File: config.mk
export PLATFORM = sky130hd
export DESIGN_NAME = simon_engine_flat
export DESIGN_NICKNAME = d
export VERILOG_FILES = /design/src/rtl/simon_engine_if.sv /design/src/rtl/simon_engine.sv /design/src/flat_wrapper.sv
export SDC_FILE = /design/constraint.sdc
export NUM_CORES = 1
export LEC_CHECK = 0
export ABC_AREA = 1
export BUFFER_PORTS_ARGS = -buffer_cell sky130_fd_sc_hd__buf_2
export CORE_MARGIN = 2
export CORE_UTILIZATION = 25
export DETAILED_ROUTE_END_ITERATION = 8
export GPL_ROUTABILITY_DRIVEN = 0
export GPL_TIMING_DRIVEN = 0
export PLACE_DENSITY_LB_ADDON = 0.12
export SETUP_SLACK_MARGIN = 0.3
export SLEW_MARGIN = 20
export SYNTH_ARGS = -nofsm -noshare
export SYNTH_HDL_FRONTEND = slang
export SYNTH_SLANG_ARGS = --single-unit
export TNS_END_PERCENT = 5
File: constraint.sdc
create_clock -name clk -period 5 [get_ports clk]
set_input_delay 0.25 -clock clk [delete_from_list [all_inputs] [get_ports clk]]
set_output_delay 0.25 -clock clk [all_outputs]
set_load 0.01 [all_outputs]
File: src/rtl/simon_engine_if.sv
// -----------------------------------------------------------------------------
// simon_engine_if
// Groups the player-facing and display-facing signals of simon_engine.
//   master : the game controller / test driver (drives start and key presses,
//            observes lamp, level and result flags)
//   slave  : simon_engine itself
// Signals:
//   start        level-sampled request to begin a new game
//   player_valid one-cycle key press strobe
//   player_key   pressed key index, qualified by player_valid
//   simon_turn   engine is appending or replaying the sequence
//   simon_key    key being replayed (0 while the lamp is dark)
//   simon_lamp   a replayed step is lit
//   level        current sequence length
//   step_ok      one-cycle pulse after each correct press
//   game_over    game ended (lost or won)
//   game_won     game ended by completing the full sequence
// -----------------------------------------------------------------------------
interface simon_engine_if #(
   parameter int NUM_KEYS = 4,
   parameter int MAX_LEN  = 16
);
   localparam int KEY_W = (NUM_KEYS > 2) ? $clog2(NUM_KEYS) : 1;
   localparam int LEN_W = $clog2(MAX_LEN + 1);

   logic             start;
   logic             player_valid;
   logic [KEY_W-1:0] player_key;
   logic             simon_turn;
   logic [KEY_W-1:0] simon_key;
   logic             simon_lamp;
   logic [LEN_W-1:0] level;
   logic             step_ok;
   logic             game_over;
   logic             game_won;

   modport master (
      output start, player_valid, player_key,
      input  simon_turn, simon_key, simon_lamp, level, step_ok, game_over, game_won
   );

   modport slave (
      input  start, player_valid, player_key,
      output simon_turn, simon_key, simon_lamp, level, step_ok, game_over, game_won
   );
endinterface

File: src/rtl/simon_engine.sv
// -----------------------------------------------------------------------------
// simon_engine
// Memory-sequence game engine. Each round appends one pseudo-random key to a
// stored sequence, replays the whole sequence on the lamp with OFF_TICKS dark
// cycles before and ON_TICKS lit cycles per step, then checks the player's
// echo with a per-press timeout. Completing MAX_LEN steps wins the game; a
// wrong key or a timeout loses it.
// Ports:
//   clk      game tick clock, all logic on its rising edge
//   reset_n  asynchronous active-low reset
//   game_if  simon_engine_if.slave (start / press inputs, lamp / status outputs)
// -----------------------------------------------------------------------------
module simon_engine #(
   parameter int          NUM_KEYS      = 4,
   parameter int          MAX_LEN       = 16,
   parameter int          ON_TICKS      = 30,
   parameter int          OFF_TICKS     = 30,
   parameter int          TIMEOUT_TICKS = 120,
   parameter logic [15:0] LFSR_SEED     = 16'hACE1
) (
   input logic           clk,
   input logic           reset_n,
   simon_engine_if.slave game_if
);

   localparam int KEY_W = (NUM_KEYS > 2) ? $clog2(NUM_KEYS) : 1;
   localparam int LEN_W = $clog2(MAX_LEN + 1);
   localparam int IDX_W = (MAX_LEN > 1) ? $clog2(MAX_LEN) : 1;

   localparam int MAX_OT = (ON_TICKS > OFF_TICKS) ? ON_TICKS : OFF_TICKS;
   localparam int MAX_T  = (MAX_OT > TIMEOUT_TICKS) ? MAX_OT : TIMEOUT_TICKS;
   localparam int TMR_W  = $clog2(MAX_T + 1);

   // An all-zero Galois LFSR never leaves zero, so a zero seed is bumped to 1.
   localparam logic [15:0] SEED_EFF  = (LFSR_SEED == 16'h0000) ? 16'h0001 : LFSR_SEED;
   // x^16 + x^14 + x^13 + x^11 + 1 in right-shifting Galois form.
   localparam logic [15:0] LFSR_TAPS = 16'hB400;

   localparam logic [2:0] S_IDLE   = 3'd0;
   localparam logic [2:0] S_APPEND = 3'd1;
   localparam logic [2:0] S_GAP    = 3'd2;
   localparam logic [2:0] S_ON     = 3'd3;
   localparam logic [2:0] S_PLAY   = 3'd4;
   localparam logic [2:0] S_LOST   = 3'd5;
   localparam logic [2:0] S_WON    = 3'd6;

   logic [2:0]       r_state;
   logic [LEN_W-1:0] r_len;
   logic [LEN_W-1:0] r_idx;
   logic [TMR_W-1:0] r_timer;
   logic             r_step_ok;
   logic [15:0]      r_lfsr;
   logic [KEY_W-1:0] r_mem [0:MAX_LEN-1];

   logic [15:0]      w_lfsr_next;
   logic [KEY_W-1:0] w_rnd_raw;
   logic [KEY_W-1:0] w_rnd;
   logic [IDX_W-1:0] w_wr_addr;
   logic [IDX_W-1:0] w_rd_addr;
   logic [KEY_W-1:0] w_cur_key;
   logic             w_last_step;
   logic             w_full;
   logic             w_key_match;
   logic             w_gap_done;
   logic             w_on_done;
   logic             w_timeout;

   // ---------------------------------------------------------------------------
   // Random key source
   // ---------------------------------------------------------------------------
   assign w_lfsr_next = {1'b0, r_lfsr[15:1]} ^ (r_lfsr[0] ? LFSR_TAPS : 16'h0000);

   // Folding the low bits back into range keeps every stored key < NUM_KEYS;
   // one subtraction suffices because 2**KEY_W < 2*NUM_KEYS.
   always_comb begin
      // NOTE: assign every always_comb output a default before any branch so
      // no path leaves it unassigned; otherwise synthesis infers a latch.
      w_rnd_raw = r_lfsr[KEY_W-1:0];
      w_rnd     = w_rnd_raw;
      if ({1'b0, w_rnd_raw} >= (KEY_W + 1)'(NUM_KEYS)) begin
         w_rnd = w_rnd_raw - KEY_W'(NUM_KEYS);
      end
   end

   always_ff @(posedge clk or negedge reset_n) begin
      // NOTE: clocked state uses non-blocking (<=) so every register samples
      // pre-edge values regardless of statement order; blocking here races.
      if (!reset_n) begin
         r_lfsr <= SEED_EFF;
      end else begin
         r_lfsr <= w_lfsr_next;
      end
   end

   // ---------------------------------------------------------------------------
   // Sequence store
   // ---------------------------------------------------------------------------
   assign w_wr_addr = r_len[IDX_W-1:0];
   assign w_rd_addr = r_idx[IDX_W-1:0];
   assign w_cur_key = r_mem[w_rd_addr];

   // NOTE: the key store is deliberately not reset: every entry is written in
   // APPEND before it is ever read, so a reset would only cost flops/routing.
   always_ff @(posedge clk) begin
      if (r_state == S_APPEND) begin
         r_mem[w_wr_addr] <= w_rnd;
      end
   end

   // ---------------------------------------------------------------------------
   // Game FSM
   // ---------------------------------------------------------------------------
   assign w_last_step = ((r_idx + LEN_W'(1)) == r_len);
   assign w_full      = (r_len == LEN_W'(MAX_LEN));
   // Keys >= NUM_KEYS can never be stored, so they always mismatch here.
   assign w_key_match = (game_if.player_key == w_cur_key);
   assign w_gap_done  = (r_timer == TMR_W'(OFF_TICKS - 1));
   assign w_on_done   = (r_timer == TMR_W'(ON_TICKS - 1));
   assign w_timeout   = (r_timer == TMR_W'(TIMEOUT_TICKS - 1));

   always_ff @(posedge clk or negedge reset_n) begin
      if (!reset_n) begin
         r_state   <= S_IDLE;
         r_len     <= '0;
         r_idx     <= '0;
         r_timer   <= '0;
         r_step_ok <= 1'b0;
      end else begin
         r_step_ok <= 1'b0;
         case (r_state)
            S_IDLE, S_LOST, S_WON: begin
               if (game_if.start) begin
                  r_len   <= '0;
                  r_idx   <= '0;
                  r_timer <= '0;
                  r_state <= S_APPEND;
               end
            end

            S_APPEND: begin
               r_len   <= r_len + LEN_W'(1);
               r_idx   <= '0;
               r_timer <= '0;
               r_state <= S_GAP;
            end

            S_GAP: begin
               if (w_gap_done) begin
                  r_timer <= '0;
                  r_state <= S_ON;
               end else begin
                  r_timer <= r_timer + TMR_W'(1);
               end
            end

            S_ON: begin
               if (w_on_done) begin
                  r_timer <= '0;
                  if (w_last_step) begin
                     r_idx   <= '0;
                     r_state <= S_PLAY;
                  end else begin
                     r_idx   <= r_idx + LEN_W'(1);
                     r_state <= S_GAP;
                  end
               end else begin
                  r_timer <= r_timer + TMR_W'(1);
               end
            end

            S_PLAY: begin
               // A press is evaluated before the timeout, so a press in the
               // last allowed cycle still counts.
               if (game_if.player_valid) begin
                  if (w_key_match) begin
                     r_step_ok <= 1'b1;
                     r_timer   <= '0;
                     if (w_last_step) begin
                        r_state <= w_full ? S_WON : S_APPEND;
                     end else begin
                        r_idx <= r_idx + LEN_W'(1);
                     end
                  end else begin
                     r_state <= S_LOST;
                  end
               end else if (w_timeout) begin
                  r_state <= S_LOST;
               end else begin
                  r_timer <= r_timer + TMR_W'(1);
               end
            end

            default: r_state <= S_IDLE;
         endcase
      end
   end

   // ---------------------------------------------------------------------------
   // Outputs (decoded from state so reset clears them without a clock)
   // ---------------------------------------------------------------------------
   assign game_if.simon_turn = (r_state == S_APPEND) || (r_state == S_GAP) || (r_state == S_ON);
   assign game_if.simon_lamp = (r_state == S_ON);
   assign game_if.simon_key  = (r_state == S_ON) ? w_cur_key : '0;
   assign game_if.level      = r_len;
   assign game_if.step_ok    = r_step_ok;
   assign game_if.game_over  = (r_state == S_LOST) || (r_state == S_WON);
   assign game_if.game_won   = (r_state == S_WON);

endmodule

File: src/flat_wrapper.sv
// flat-port wrapper written by rule: the top's interface ports become plain ports
module simon_engine_flat 
#(
   parameter int          NUM_KEYS      = 4,
   parameter int          MAX_LEN       = 16,
   parameter int          ON_TICKS      = 30,
   parameter int          OFF_TICKS     = 30,
   parameter int          TIMEOUT_TICKS = 120,
   parameter logic [15:0] LFSR_SEED     = 16'hACE1
)
  (clk, reset_n, game_if_start, game_if_player_valid, game_if_player_key, game_if_simon_turn, game_if_simon_key, game_if_simon_lamp, game_if_level, game_if_step_ok, game_if_game_over, game_if_game_won);
  simon_engine_if #(.NUM_KEYS(NUM_KEYS), .MAX_LEN(MAX_LEN)) game_if_i ();
  input logic clk;
  input logic reset_n;
  input wire logic [$bits(game_if_i.start)-1:0] game_if_start;
  input wire logic [$bits(game_if_i.player_valid)-1:0] game_if_player_valid;
  input wire logic [$bits(game_if_i.player_key)-1:0] game_if_player_key;
  output wire logic [$bits(game_if_i.simon_turn)-1:0] game_if_simon_turn;
  output wire logic [$bits(game_if_i.simon_key)-1:0] game_if_simon_key;
  output wire logic [$bits(game_if_i.simon_lamp)-1:0] game_if_simon_lamp;
  output wire logic [$bits(game_if_i.level)-1:0] game_if_level;
  output wire logic [$bits(game_if_i.step_ok)-1:0] game_if_step_ok;
  output wire logic [$bits(game_if_i.game_over)-1:0] game_if_game_over;
  output wire logic [$bits(game_if_i.game_won)-1:0] game_if_game_won;
  assign game_if_i.start = game_if_start;
  assign game_if_i.player_valid = game_if_player_valid;
  assign game_if_i.player_key = game_if_player_key;
  assign game_if_simon_turn = game_if_i.simon_turn;
  assign game_if_simon_key = game_if_i.simon_key;
  assign game_if_simon_lamp = game_if_i.simon_lamp;
  assign game_if_level = game_if_i.level;
  assign game_if_step_ok = game_if_i.step_ok;
  assign game_if_game_over = game_if_i.game_over;
  assign game_if_game_won = game_if_i.game_won;
  simon_engine #(.NUM_KEYS(NUM_KEYS), .MAX_LEN(MAX_LEN), .ON_TICKS(ON_TICKS), .OFF_TICKS(OFF_TICKS), .TIMEOUT_TICKS(TIMEOUT_TICKS), .LFSR_SEED(LFSR_SEED)) u_core (.clk(clk), .reset_n(reset_n), .game_if(game_if_i));
endmodule
# Yosys cells after proc, flatten, opt, wreduce, memory -nomap -nowiden
# Memory sizes are Yosys's and may differ from the RTL's.
# Index checks and enable logic that the tools add are counted.
[op_classes] eq_ne=21 add_sub_neg=3 reduce_logical=13 mux=31 bitwise_logic=1
[ops] cell="7-bit 2-to-1 mux" n=5
[ops] cell="5-bit 2-to-1 mux" n=6
[ops] cell="7-bit one-hot mux with 4 select lines" n=1
[ops] cell="3-bit 2-to-1 mux" n=9
[ops] cell="5-bit one-hot mux with 4 select lines" n=1
[ops] cell="16-bit 2-to-1 mux" n=1
[ops] cell="15-bit by 16-bit XOR with 16-bit output" n=1
[ops] cell="3-bit one-hot mux with 5 select lines" n=1
[ops] cell="5-bit by 1-bit adder with 5-bit output, second input constant" n=2
[ops] cell="5-bit one-hot mux with 2 select lines" n=1
[ops] cell="3-bit equality test, second input constant" n=3
[ops] cell="4-bit nonzero test" n=2
[ops] cell="7-bit by 1-bit adder with 7-bit output, second input constant" n=1
[ops] cell="7-bit by 5-bit equality test with 1-bit output, second input constant" n=1
[ops] cell="7-bit equality test, second input constant" n=1
[ops] cell="3-bit by 2-bit equality test with 1-bit output, second input constant" n=2
[ops] cell="2-bit by 1-bit != test with 1-bit output, second input constant" n=3
[ops] cell="2-bit != test, second input constant" n=3
[ops] cell="3-bit by 2-bit != test with 1-bit output, second input constant" n=2
[ops] cell="6-bit AND reduction" n=1
[ops] cell="5-bit equality test" n=1
[ops] cell="5-bit equality test, second input constant" n=1
[ops] cell="1-bit 2-to-1 mux" n=5
[ops] cell="5-bit AND reduction" n=1
[ops] cell="other kinds (12)" n=14
[totals] ram_bits=32 n_memories=1 out_inout_bits=12 in_bits=6 word_cells=76 register_bits=37
[mem_list] name="u_core.r_mem" depth=16 word_bits=2 read_ports=1 rd_clocked_by_memory_dff=0 wr=1 line="simon_engine.sv:53" rtl="logic [KEY_W-1:0] r_mem [0:MAX_LEN-1];"

# Longest topological paths before layout
[logic_depth] ltp_word=6 mapped_depth=16 mapped_depth_nobuf=15

# Least setup slack after synthesis
# Ideal clock, no wire load.
[synth_timing] kind="register to register" start="register u_core.r_idx[0]" end="register u_core.r_idx[2]" t_required_ns=4.882 arrival_ns=1.599 path_buffers=0 setup_ns=0.118 setup_slack_ns=3.284 stages_incl_launch_ff=12 cell_sequence="dfrtp_1 ha_1 nand3_1 xor2_1 xor2_1 nand3b_1 nand2_1 inv_2 nor2_2 nor2_1 nand3_1 nand2_1"
[synth_via] elab_chain_cells=5
[synth_lines] item="start: declaration" line="simon_engine.sv:49" rtl="logic [LEN_W-1:0] r_idx;"
[synth_lines] item="start signal: assignment" line="simon_engine.sv:163" rtl="r_idx <= r_idx + LEN_W'(1);"
[synth_lines] item="start signal: assignment" line="simon_engine.sv:181" rtl="r_idx <= r_idx + LEN_W'(1);"
[synth_lines] item="5-bit by 1-bit adder with 5-bit output" line="simon_engine.sv:113, simon_engine.sv:163, simon_engine.sv:181"
[synth_lines] item="5-bit equality test or 5-bit 2-to-1 mux (tied branches)" line="simon_engine.sv:113, simon_engine.sv:178"
[synth_lines] item="5-bit 2-to-1 mux, on equally long branches" line="simon_engine.sv:159, simon_engine.sv:175"
[synth_lines] item="5-bit 2-to-1 mux, on equally long branches" line="simon_engine.sv:157, simon_engine.sv:174"
[synth_lines] item="5-bit one-hot mux with 4 select lines" line="simon_engine.sv:130" rtl="case (r_state)"
# Parallel ways exist; a longest one is shown, timed or not. The select of a mux whose other input is x is not followed.
# A chain may end at the register's enable or synchronous reset.

# Worst setup path in the final report
# Same ends and word-level chain as after synthesis.

==> out/results.tsv <==
stage	metric	value	unit
pwr	power.leakage	1.814	nW
floorplan	pin_count	18	
sta	fin_crit	2128	ps
setup_path	r2r_end	u_core.r_idx[2]	
cts	clockBufferDepth	2	
route	viasPerCell	4.220	
cells_and_area	antenna_cells	0	
route	drt_iter0_markers	136	
placed_design	place_ws	2892	ps
yosys	seq_area_frac_synth	0.5638	
cts	cts.htree.levels	3	
route	dr.pass1.iters	4	
yosys	synth_nets	395	
yosys	yosys.area.top_type	edfxtp_1	
route	wl	7783	um
route	route.detailed.drc	0	
sta	finClkSkew	8.194	ps
setup_path	path_cells	buf_2 -> nand3_1 -> xor2_1 -> inv_1 -> nand2_1 -> nand2_1 -> nand3b_1 -> nand2_1 -> inv_2 -> nor2_2 -> nor2_1 -> nand3_1 -> nand2_1	
global_route	grt_pass1_vias	2513	
global_route	grt_pass1_wl	13240	um
setup_path	critPathLaunchType	register	
setup_path	rrSetupSlack	2870	ps
sta	setup_violations	0	
pwr	irDropWorstVdd	0.0001561	V
cts	post_cts.repair.setup_buffers	0	
route	wire_per_inst	13.17	um
cts	insertion_delay	320	ps
global_route	antenna_found_initial	0	
route	wl_met2	3414	um
yosys	synth_cell_types	31	
cts	cts_buffers	9	
floorplan	rows	42	
floorplan	design.core.area	13190	sq um
status	status	completed	
yosys	netlist.area_leader.share	0.2856	
sta	rsz0062_at_grt	false	
global_route	grt_max_degree	38	
sta	relSlewSlack	0.4305	
setup_path	crit_family	simple AND/OR/NAND/NOR gates	
global_route	grtUsageTotal	0.1195	
yosys	ys.warnings.count	0	
cts	clock-sinks	69	
setup_path	worstPathArrival	2340	ps
setup_path	cpMaxStageDelayCell	dfrtp_1	
cells_and_area	area_delta_synth_final	16.96	%
sta	fmax	469.9	MHz
route	ant_nets	0	
route	num_vias	2494	
floorplan	die-area	14400	sq um
cts	clockRootBuffer	clkbuf_16	
setup_path	end_kind	register	
sta	finalMaxSlewViolations	0	
setup_path	required	5210	ps
setup_path	slowest_delay	410	ps
run	cap_viol_max_count	0	
sta	tightest_slew	854.3	ps
setup_path	crit_type	reg -> reg	
hold_path	hp-class	in -> async	
cts	clk_pin_slew	60	ps
sta	finalHoldViolCount	0	
floorplan	die_x	120.0	um
setup_path	r2r_cells	13	
sta	min_period_over_period	0.4257	
yosys	synthesis.area	3364	sq um
setup_path	path_max_fanout	10	
global_route	globalRouteOverflowTotal	0	
sta	fin_ws	2872	ps
yosys	yosys-top-cells-area	edfxtp_1 (29%), dfrtp_1 (22%), nand2_1 (12%)	
sta	finalSetupTns	0	ps
placed_design	portBuffers	17	
cells_and_area	finalNetCount	423	
cts	ctsResizeCount	0	
cts	cts_tree	yes	
route	highest_layer	met4	
yosys	synth_seq_cells	69	
floorplan	die_y	120.0	um
placed_design	post-dp-hpwl	5643	um
route	met3WireLength	378	um
setup_path	critPathBufInv	3	
yosys	synthCells	382	
setup_path	reg2reg_from	u_core.r_idx[0]	
cells_and_area	drive_gt1_frac	0.1494	
route	routedLengthMet1	3860	um
cts	hold_buffers	0	
setup_path	cp_common_cell	nand2_1	
pwr	power.density	470.5	nW/um^2
floorplan	start_util	0.2551	
yosys	avgSynthCellArea	8.808	sq um
worst max path at each step:
stage                      end       startpoint  slack, ps  cells after the start
2_1_floorplan  u_core.r_idx[2]  u_core.r_idx[0]       3280                     11
3_3_place_gp   u_core.r_idx[2]  u_core.r_idx[0]       2900                     13
3_5_place_dp   u_core.r_idx[2]  u_core.r_idx[0]       2890                     13
4_1_cts        u_core.r_idx[2]  u_core.r_idx[0]       2880                     13
5_1_grt        u_core.r_idx[3]  u_core.r_idx[0]       2660                     13
6_report       u_core.r_idx[2]  u_core.r_idx[0]       2870                     13
where the power goes:
group	internal [W]	leakage (nW)	switching, W
Combinational	0.000185	0.929	0.000402
Sequential	0.000643	0.760	0.0000541
Clock	0.000348	0.125	0.000220
cell usage after synthesis (all sizes together):
library cell / count
a31oi: 1
buf: 6
inv: 53
nor4: 3
and3: 1
o2111ai: 1
edfxtp: 32
xor2: 9
a21oi: 8
nor3: 5
xnor2: 2
dfrtp: 29
nand3b: 2
dfstp: 8
o21bai: 1
o21ai: 12
nand2: 118
nor2: 44
ha: 7
a22o: 1
nand3: 35
or2: 1
nand4: 3
stage by stage:
stage	std cells	total power, W	instance area, sq um	hold slack [ps]	utilization
5_1_grt	591	0.002003	3935	102.3	0.2983
2_1_floorplan	382	0.001124	3364	-45.59	-
6_report	591	0.001851	3935	32.89	0.2983
3_3_place_gp	575	0.001304	3670	333.1	0.2782
4_1_cts	591	0.001885	3935	65.33	0.2983
3_5_place_dp	575	0.001305	3670	337.1	0.2782
final cells by class:
cell class / count / area [sq um]
flip-flops and latches: 69 / 1897
inverters: 53 / 198.9
clock buffers: 14 / 254.0
plain buffers: 6 / 41.29
fillers: 1420 / 9255
well taps: 176 / 220.2
clock inverters: 2 / 11.26
repair buffers: 17 / 85.08
multi-input cells: 254 / 1227
cells by family after synthesis:
kind of cell | synth area share
adders and majority gates | 0.02603
DFF | 0.5638
xor gates and xnor gates | 0.02864
and+or+nand+nor | 0.2678
AOI/OAI and AO/OA | 0.04240
buffers and inverters | 0.07140
flip-flops by register name, summed over array words and instances, names as in the netlist:
signal,flops
u_core.r_timer,7
u_core.game_if.step_ok,1
u_core.r_state,3
u_core.r_idx,5
u_core.game_if.level,5
u_core.r_mem,32
u_core.r_lfsr,16
per-layer routing:
metal | track usage | vias to the layer above
met4 | 0.04338 | 0
met5 | 0 | -
met1 | 0.1655 | 1174
li1 | - | 1273
met2 | 0.1765 | 38
met3 | 0.03517 | 9
cells in the final DEF (no fill, tap or decap), types with 2 or more instances in the layout:
cell,instances
o21ai_0,4
a21oi_1,8
o21ai_2,3
nand3_1,35
inv_1,46
edfxtp_1,32
nand2_1,112
nand2_2,6
dfrtp_1,29
clkbuf_16,9
o21ai_1,5
dfstp_2,8
clkbuf_1,4
inv_2,7
buf_2,20
nand4_1,3
nor2_1,41
nand3b_1,2
xor2_1,9
nor3_1,4
nor4_1,3
xnor2_1,2
nor2_2,3
buf_4,2
ha_1,7
No activity file was read; power rests on OpenSTA's default activity.
